File: src/rtl/multi_timer.sv
// Shared divider plus NCH 8-bit modulo timer channels with per-channel interrupts.
// Define MULTI_TIMER_CASCADE_EN to allow channel i to count overflows of channel i-1.
module multi_timer #(
  parameter int          NCH       = 2,
  parameter logic [15:0] BASE_ADDR = 16'hFF60,
  parameter int          DIV_W     = 16
) (
  input  logic           clk,
  input  logic           rst,
  input  logic [1:0]     ct,
  input  logic [15:0]    a,
  input  logic [7:0]     din,
  output logic [7:0]     dout,
  input  logic           rd,
  input  logic           wr,
  output logic [NCH-1:0] int_req,
  input  logic [NCH-1:0] int_ack
);

`ifdef MULTI_TIMER_CASCADE_EN
  localparam bit CASC_EN = 1'b1;
`else
  localparam bit CASC_EN = 1'b0;
`endif
  localparam logic [DIV_W-1:0] DIV_ONE = 1;

  logic [DIV_W-1:0] div_q, div_d;
  logic [7:0]       count_q [NCH];
  logic [7:0]       count_d [NCH];
  logic [7:0]       mod_q [NCH];
  logic [7:0]       mod_d [NCH];
  logic [4:0]       ctrl_q [NCH];
  logic [4:0]       ctrl_d [NCH];
  logic [NCH-1:0]   tap_q, tap_d;
  logic [NCH-1:0]   int_req_q, int_req_d;
  logic [NCH-1:0]   pend_q, pend_d;

  logic sel, tick, ovf, casc, in_window, hit_count, hit_mod, hit_ctrl;
  logic unused_sig;

  assign unused_sig = ^{rd, div_q};
  assign int_req    = int_req_q;

  always_comb begin
    div_d = div_q + DIV_ONE;
    if (wr && a == BASE_ADDR) div_d = '0;
    tap_d     = '0;
    pend_d    = pend_q;
    int_req_d = int_req_q & ~int_ack;
    sel = 1'b0; tick = 1'b0; ovf = 1'b0; casc = 1'b0; in_window = 1'b0;
    hit_count = 1'b0; hit_mod = 1'b0; hit_ctrl = 1'b0;
    for (int i = 0; i < NCH; i++) begin
      count_d[i] = count_q[i];
      mod_d[i]   = mod_q[i];
      ctrl_d[i]  = ctrl_q[i];
      case (ctrl_q[i][1:0])
        2'b00:   sel = div_q[9];
        2'b01:   sel = div_q[3];
        2'b10:   sel = div_q[5];
        default: sel = div_q[7];
      endcase
      // Tap uses the pre-write CTRL, so disabling or retapping while high yields a tick.
      tap_d[i]  = ctrl_q[i][2] & sel;
      hit_count = wr && (a == BASE_ADDR + 16'(3*i+1));
      hit_mod   = wr && (a == BASE_ADDR + 16'(3*i+2));
      hit_ctrl  = wr && (a == BASE_ADDR + 16'(3*i+3));
      in_window = pend_q[i] && (ct == 2'b00);
      if (CASC_EN && i > 0 && ctrl_q[i][4] && ctrl_q[i][2]) tick = casc;
      else tick = tap_q[i] & ~tap_d[i];
      ovf = 1'b0;
      if (in_window) begin
        count_d[i] = hit_mod ? din : mod_q[i];
        pend_d[i]  = 1'b0;
      end else if (hit_count) begin
        count_d[i] = din;
        pend_d[i]  = 1'b0;
      end else if (tick) begin
        count_d[i] = count_q[i] + 8'd1;
        if (count_q[i] == 8'hFF) begin
          ovf          = 1'b1;
          pend_d[i]    = 1'b1;
          int_req_d[i] = 1'b1;
          if (ctrl_q[i][3]) ctrl_d[i][2] = 1'b0;
        end
      end
      if (hit_mod)  mod_d[i]  = din;
      if (hit_ctrl) ctrl_d[i] = {CASC_EN & din[4], din[3:0]};
      casc = ovf;
    end
  end

  always_comb begin
    dout = 8'hFF;
    if (a == BASE_ADDR) dout = div_q[DIV_W-1 -: 8];
    for (int i = 0; i < NCH; i++) begin
      if (a == BASE_ADDR + 16'(3*i+1)) dout = count_q[i];
      if (a == BASE_ADDR + 16'(3*i+2)) dout = mod_q[i];
      if (a == BASE_ADDR + 16'(3*i+3)) dout = {3'b111, ctrl_q[i]};
    end
  end

  always_ff @(posedge clk) begin
    if (rst) begin
      div_q     <= '0;
      tap_q     <= '0;
      int_req_q <= '0;
      pend_q    <= '0;
      for (int i = 0; i < NCH; i++) begin
        count_q[i] <= '0;
        mod_q[i]   <= '0;
        ctrl_q[i]  <= '0;
      end
    end else begin
      div_q     <= div_d;
      tap_q     <= tap_d;
      int_req_q <= int_req_d;
      pend_q    <= pend_d;
      for (int i = 0; i < NCH; i++) begin
        count_q[i] <= count_d[i];
        mod_q[i]   <= mod_d[i];
        ctrl_q[i]  <= ctrl_d[i];
      end
    end
  end

endmodule

File: config.mk
export PLATFORM = sky130hd
export DESIGN_NAME = multi_timer
export DESIGN_NICKNAME = d
export VERILOG_FILES = /design/src/rtl/multi_timer.sv
export SDC_FILE = /design/constraint.sdc
export NUM_CORES = 1
export LEC_CHECK = 0
export BUFFER_PORTS_ARGS = -buffer_cell sky130_fd_sc_hd__buf_4
export CAP_MARGIN = 5
export CELL_PAD_IN_SITES_DETAIL_PLACEMENT = 0
export CELL_PAD_IN_SITES_GLOBAL_PLACEMENT = 1
export CORE_MARGIN = 2
export CORE_UTILIZATION = 49
export CTS_BUF_LIST = sky130_fd_sc_hd__clkbuf_4
export DETAILED_ROUTE_END_ITERATION = 7
export PLACE_DENSITY = 0.92
export SLEW_MARGIN = 30
export SYNTH_ARGS = -nofsm -noshare
export SYNTH_HDL_FRONTEND = slang
export SYNTH_SLANG_ARGS = --single-unit
File: constraint.sdc
create_clock -name clk -period 5.2 [get_ports clk]
set_clock_uncertainty 0.15 [all_clocks]
set_input_delay 0.52 -clock clk [delete_from_list [all_inputs] [get_ports clk]]
set_output_delay 0.52 -clock clk [all_outputs]
set_load 0.05 [all_outputs]
==> results.md <==
- The run finished with clean final reports.
- The cell with the most instances on the worst path is sky130_fd_sc_hd__buf_4.
- The count of endpoints failing hold in the final timing report is 0.
- Detailed placement finished with a half-perimeter wire length of 7720 µm.
- Together, buffers and inverters on the worst path number 2.
- For this design the static power due to leakage is 1.48 nW.
- The via count of the first global-routing pass is 3392.
- The detailed-route vias per instance is 6.31.
- The net load switching power is 0.000252 W.
- The total clock buffers created by CTS is 9.
- Of the synthesized area, sequential elements account for 33.6%.
- The number of search-and-repair iterations in the first detailed-routing pass is 5.
- The count of mapped cells out of synthesis is 432.
- The number of nets handed over by synthesis was 467.
- The worst pin sits at a relative slew slack of 47.5%.
- The row count is 31.
- The wire length of the first global-routing pass is 17300 µm.
- In this run the power density over the cells is 216 mW/mm².
- The minimum setup slack among reg-to-reg paths is 3.04 ns.
- The number of cell instances on the worst register-to-register path is 5.
- The clock drives 62 sinks.
- The post-route standard cell area excluding fillers is 0.00418 mm².
- The cell total after placement is 555.
- In this run the worst path has a maximum fanout of 14.
- The number of buffers inserted by hold repair at cts is 0.
- The violation count after the first detailed-route iteration is 295.
- The total wire length is 10700 µm.
- The floorplan die height is 90.8 µm.
- The H-tree depth reported by CTS is 3.
- The final antenna-violating net count is 0.
- Setup repair after global routing left no endpoint under its margin.
- The die is 90.8 µm wide.
- The delay of the slowest critical-path stage is 0.60 ns.
- The worst hold slack after final layout is 0.199 ns.
- The synthesized netlist occupies a cell area of 0.00369 mm².
- Of the total power, combinational logic draws 7.4%.
- The fraction of layout instances using a drive strength above 1 is 19.3%.
- Global routing used 26.2% of the available tracks across all layers.
- Traced cell by cell, the critical path runs through buf_4 > nand4bb_4 > nor3b_4 > nand3_2 > o21ai_0 > o22a_1 > buf_4.
- The antenna cell count is 0.
- The cell class contributing the biggest share of worst-path delay is simple AND/OR/NAND/NOR gates.
- CTS placed an instance of sky130_fd_sc_hd__clkbuf_4 at the clock tree root.
- The maximum count of clock buffers along a single path is 2.
- Of all flip-flops after synthesis, the portion carrying an async set or reset was 0%.
- At the worst endpoint, the required time is 4.53 ns.
- For this run, design rule violations remaining after detail routing come to 0.
- The area enclosed by the die boundary is 0.00824 mm².
- In this run the most critical hold path is launched from int_ack[1].
- The share of the core filled with cells is 57.4%.
- Dividing the final minimum period by the clock period gives 59.5%.
- The initial cell density of the core is 50.6%.
- Clock-pin slew was measured on the worst setup and hold paths at 0.12 ns.
- Once placement finished, the instance area stood at 0.00404 mm².
- STA puts the critical path data arrival time at 2.43 ns.
- The worst hold path terminates at int_req[1]$_SDFF_PP0_.
- The total number of vias is 3601.
- At the later pin of the worst-skew pair, clock insertion delay measures 0.44 ns.
- The highest-delay cell along the critical path is sky130_fd_sc_hd__nor3b_4.
- Counting buffers and inverters, the worst setup path is 7 cells deep.
- The min-delay analysis places its worst path in the category primary input to flip-flop.
- The type of element capturing the critical path is a primary output.
- Across the VDD grid, the largest voltage drop is 96.0 µV.
- The class of the most critical setup path is primary input to primary output.
- The worst reg2reg path startpoint is ctrl_q[0][6]$_SDFFE_PP0P_.
- The peak clock frequency supported by timing is 323 MHz.
- The kind of start point of the critical path is a primary input.
- The weighted congestion at the end of routability-driven global placement is 0.910.
- Once the clock tree was built, the resizer swapped 0 gates to a different size.
- The initial antenna violation count is 0.
- The share of total power dissipated in sequential elements is 53.0%.
- The top flip-flop cell by instance count after synthesis is sky130_fd_sc_hd__dfxtp_1.
- Entering global routing, the biggest net connects 37 pins.
- The setup total negative slack is 0 ns.
- The endpoint identified for the worst register-to-register timing path is count_q[0][12]$_SDFFE_PP0P_.
- After global routing the overflow that remains totals 0.
- The count of different cell masters after synthesis is 70.
- The number of failing setup endpoints in the final timing report is 0.
- The transition at the pin with the smallest max-transition slack is 0.783 ns.
- The average size of a mapped cell is 8.54 µm².
- The final cell count without fillers is 571.
- The Yosys warning count is 0.
- The number of enable-type register cells in the synthesized netlist is 0.
- The count of final max-slew check failures came to 0.
- The count of input and output buffers is 40.
- In this run the standard cell core region covers 0.00729 mm².
- The number of top-level design ports is 42.
- Cell internal power was estimated by the tool at 0.000651 W.
- After clock tree synthesis, the setup repair step added 0 buffers.
- The worst path in the final design needs a cycle of 3.10 ns, including I/O delays and setup.
- Dividing the detail-routed wire length by the instance count gives 18.8 µm.
- Max-cap violations in this run came to 0.
- The relative area change from synthesis to final layout is 13.3%.
- The clock network accounts for 39.6% of the total power.
- After the last flow step, the layout net total stands at 502.
- The TritonCTS clock tree is built.
- In this run switching power makes up 27.9% of total power.
- The cell depth of the worst min-delay path is 3.
- The register bit count reported by yosys is 62.
-- how the worst max path moves through the flow --
| stage | start | to | slack, ns |
|---|---|---|---|
| CTS | a[7] | dout[3] | 2.11 |
| floorplan | a[1] | dout[2] | 2.07 |
| detailed placement | a[7] | dout[3] | 2.12 |
| global placement | a[7] | dout[3] | 2.14 |
| finish | a[7] | dout[3] | 2.10 |
| global route | a[7] | dout[3] | 1.99 |
-- final cells by class --
type,count,area (µm²)
clock buffer,9,67.6
clock inverter,7,73.8
fill,709,3110
inverter,7,26.3
multi-input combinational,345,2330
sequential,62,1240
tap,99,124
timing repair buffer,42,315
-- cell usage after synthesis (all sizes together), types with 3 or more instances --
| cell type | number | area, µm² |
|---|---|---|
| dfxtp | 62 | 1240 |
| xnor2 | 14 | 123 |
| a211oi | 3 | 22.5 |
| nand2 | 53 | 199 |
| and2 | 5 | 31.3 |
| and3 | 10 | 65.1 |
| nor3b | 6 | 61.3 |
| nor3 | 7 | 40.0 |
| nor2 | 45 | 171 |
| o221a | 11 | 124 |
| inv | 6 | 22.5 |
| a311o | 3 | 31.3 |
| o31a | 4 | 35.0 |
| mux4 | 5 | 113 |
| ha | 3 | 37.5 |
| nand3 | 30 | 160 |
| and4 | 6 | 53.8 |
| a22oi | 3 | 22.5 |
| a31oi | 6 | 52.6 |
| nand4 | 14 | 93.8 |
| o22ai | 5 | 31.3 |
| nor4 | 4 | 40.0 |
| clkbuf | 10 | 37.5 |
| a221oi | 3 | 26.3 |
| a21oi | 36 | 180 |
| mux2i | 9 | 90.1 |
| mux2 | 4 | 45.0 |
| o22a | 4 | 35.0 |
| o21ai | 10 | 50.1 |
| nor2b | 3 | 18.8 |
| xor2 | 9 | 78.8 |
| buf | 8 | 51.3 |
-- stage by stage --
stage | setup WS [ns] | power, W
after floorplan | 2.07 | 0.000520
after global placement | 2.14 | 0.000554
after detailed placement | 2.12 | 0.000555
after CTS | 2.11 | 0.000901
after global routing | 1.99 | 0.000924
final | 2.10 | 0.000903
-- worst reg2reg max path, cell delays in order (launching register included) --
cell                       delay, ns
sky130_fd_sc_hd__dfxtp_1        0.44
sky130_fd_sc_hd__mux2i_1        0.36
sky130_fd_sc_hd__o221ai_1       0.36
sky130_fd_sc_hd__or3_1          0.41
sky130_fd_sc_hd__a221oi_1       0.25
sky130_fd_sc_hd__a311o_1        0.15
-- flip-flops by register name (all words and copies together), names as in the netlist --
register / cells
count_q: 16
div_q: 16
mod_q: 16
ctrl_q: 8
int_req: 2
pend_q: 2
tap_q: 2
-- cells in the final DEF, fill, tap and decap left out, types with 6 or more instances in the layout --
master	n
sky130_fd_sc_hd__nand4_1	13
sky130_fd_sc_hd__o21ai_0	10
sky130_fd_sc_hd__inv_1	6
sky130_fd_sc_hd__o221a_1	6
sky130_fd_sc_hd__nor3_1	6
sky130_fd_sc_hd__nor2_1	44
sky130_fd_sc_hd__xor2_1	9
sky130_fd_sc_hd__a21oi_1	36
sky130_fd_sc_hd__and3_1	8
sky130_fd_sc_hd__nand2_1	53
sky130_fd_sc_hd__dfxtp_1	62
sky130_fd_sc_hd__clkbuf_4	9
sky130_fd_sc_hd__xnor2_1	14
sky130_fd_sc_hd__buf_4	42
sky130_fd_sc_hd__nand3_1	28
sky130_fd_sc_hd__mux2i_1	9
-- layer usage --
layer | GRT usage [%] | wire, µm | vias up
li1 | - | - | 1701
met1 | 36.2 | 4840 | 1730
met2 | 41.1 | 4860 | 150
met3 | 3.67 | 750 | 20
met4 | 10.9 | 252 | 0
met5 | 0 | 0 | -
-- logic make-up after synthesis --
family / synth area share (%)
and+or+nand+nor: 28.0
AOI/OAI and AO/OA: 22.1
DFF: 33.6
buffers and inverters: 3.12
xor gates and xnor gates: 5.46
muxes: 6.71
adders and majority gates: 1.02
-- power by group through the flow --
stage                     clock network [W]  registers [W]  logic [W]
after floorplan                           0       0.000489  0.0000315
after global placement                    0       0.000489  0.0000652
after detailed placement                  0       0.000489  0.0000664
after CTS                          0.000357       0.000478  0.0000665
after global routing               0.000373       0.000479  0.0000717
final                              0.000358       0.000478  0.0000671
No activity file was read; power rests on OpenSTA's default activity.
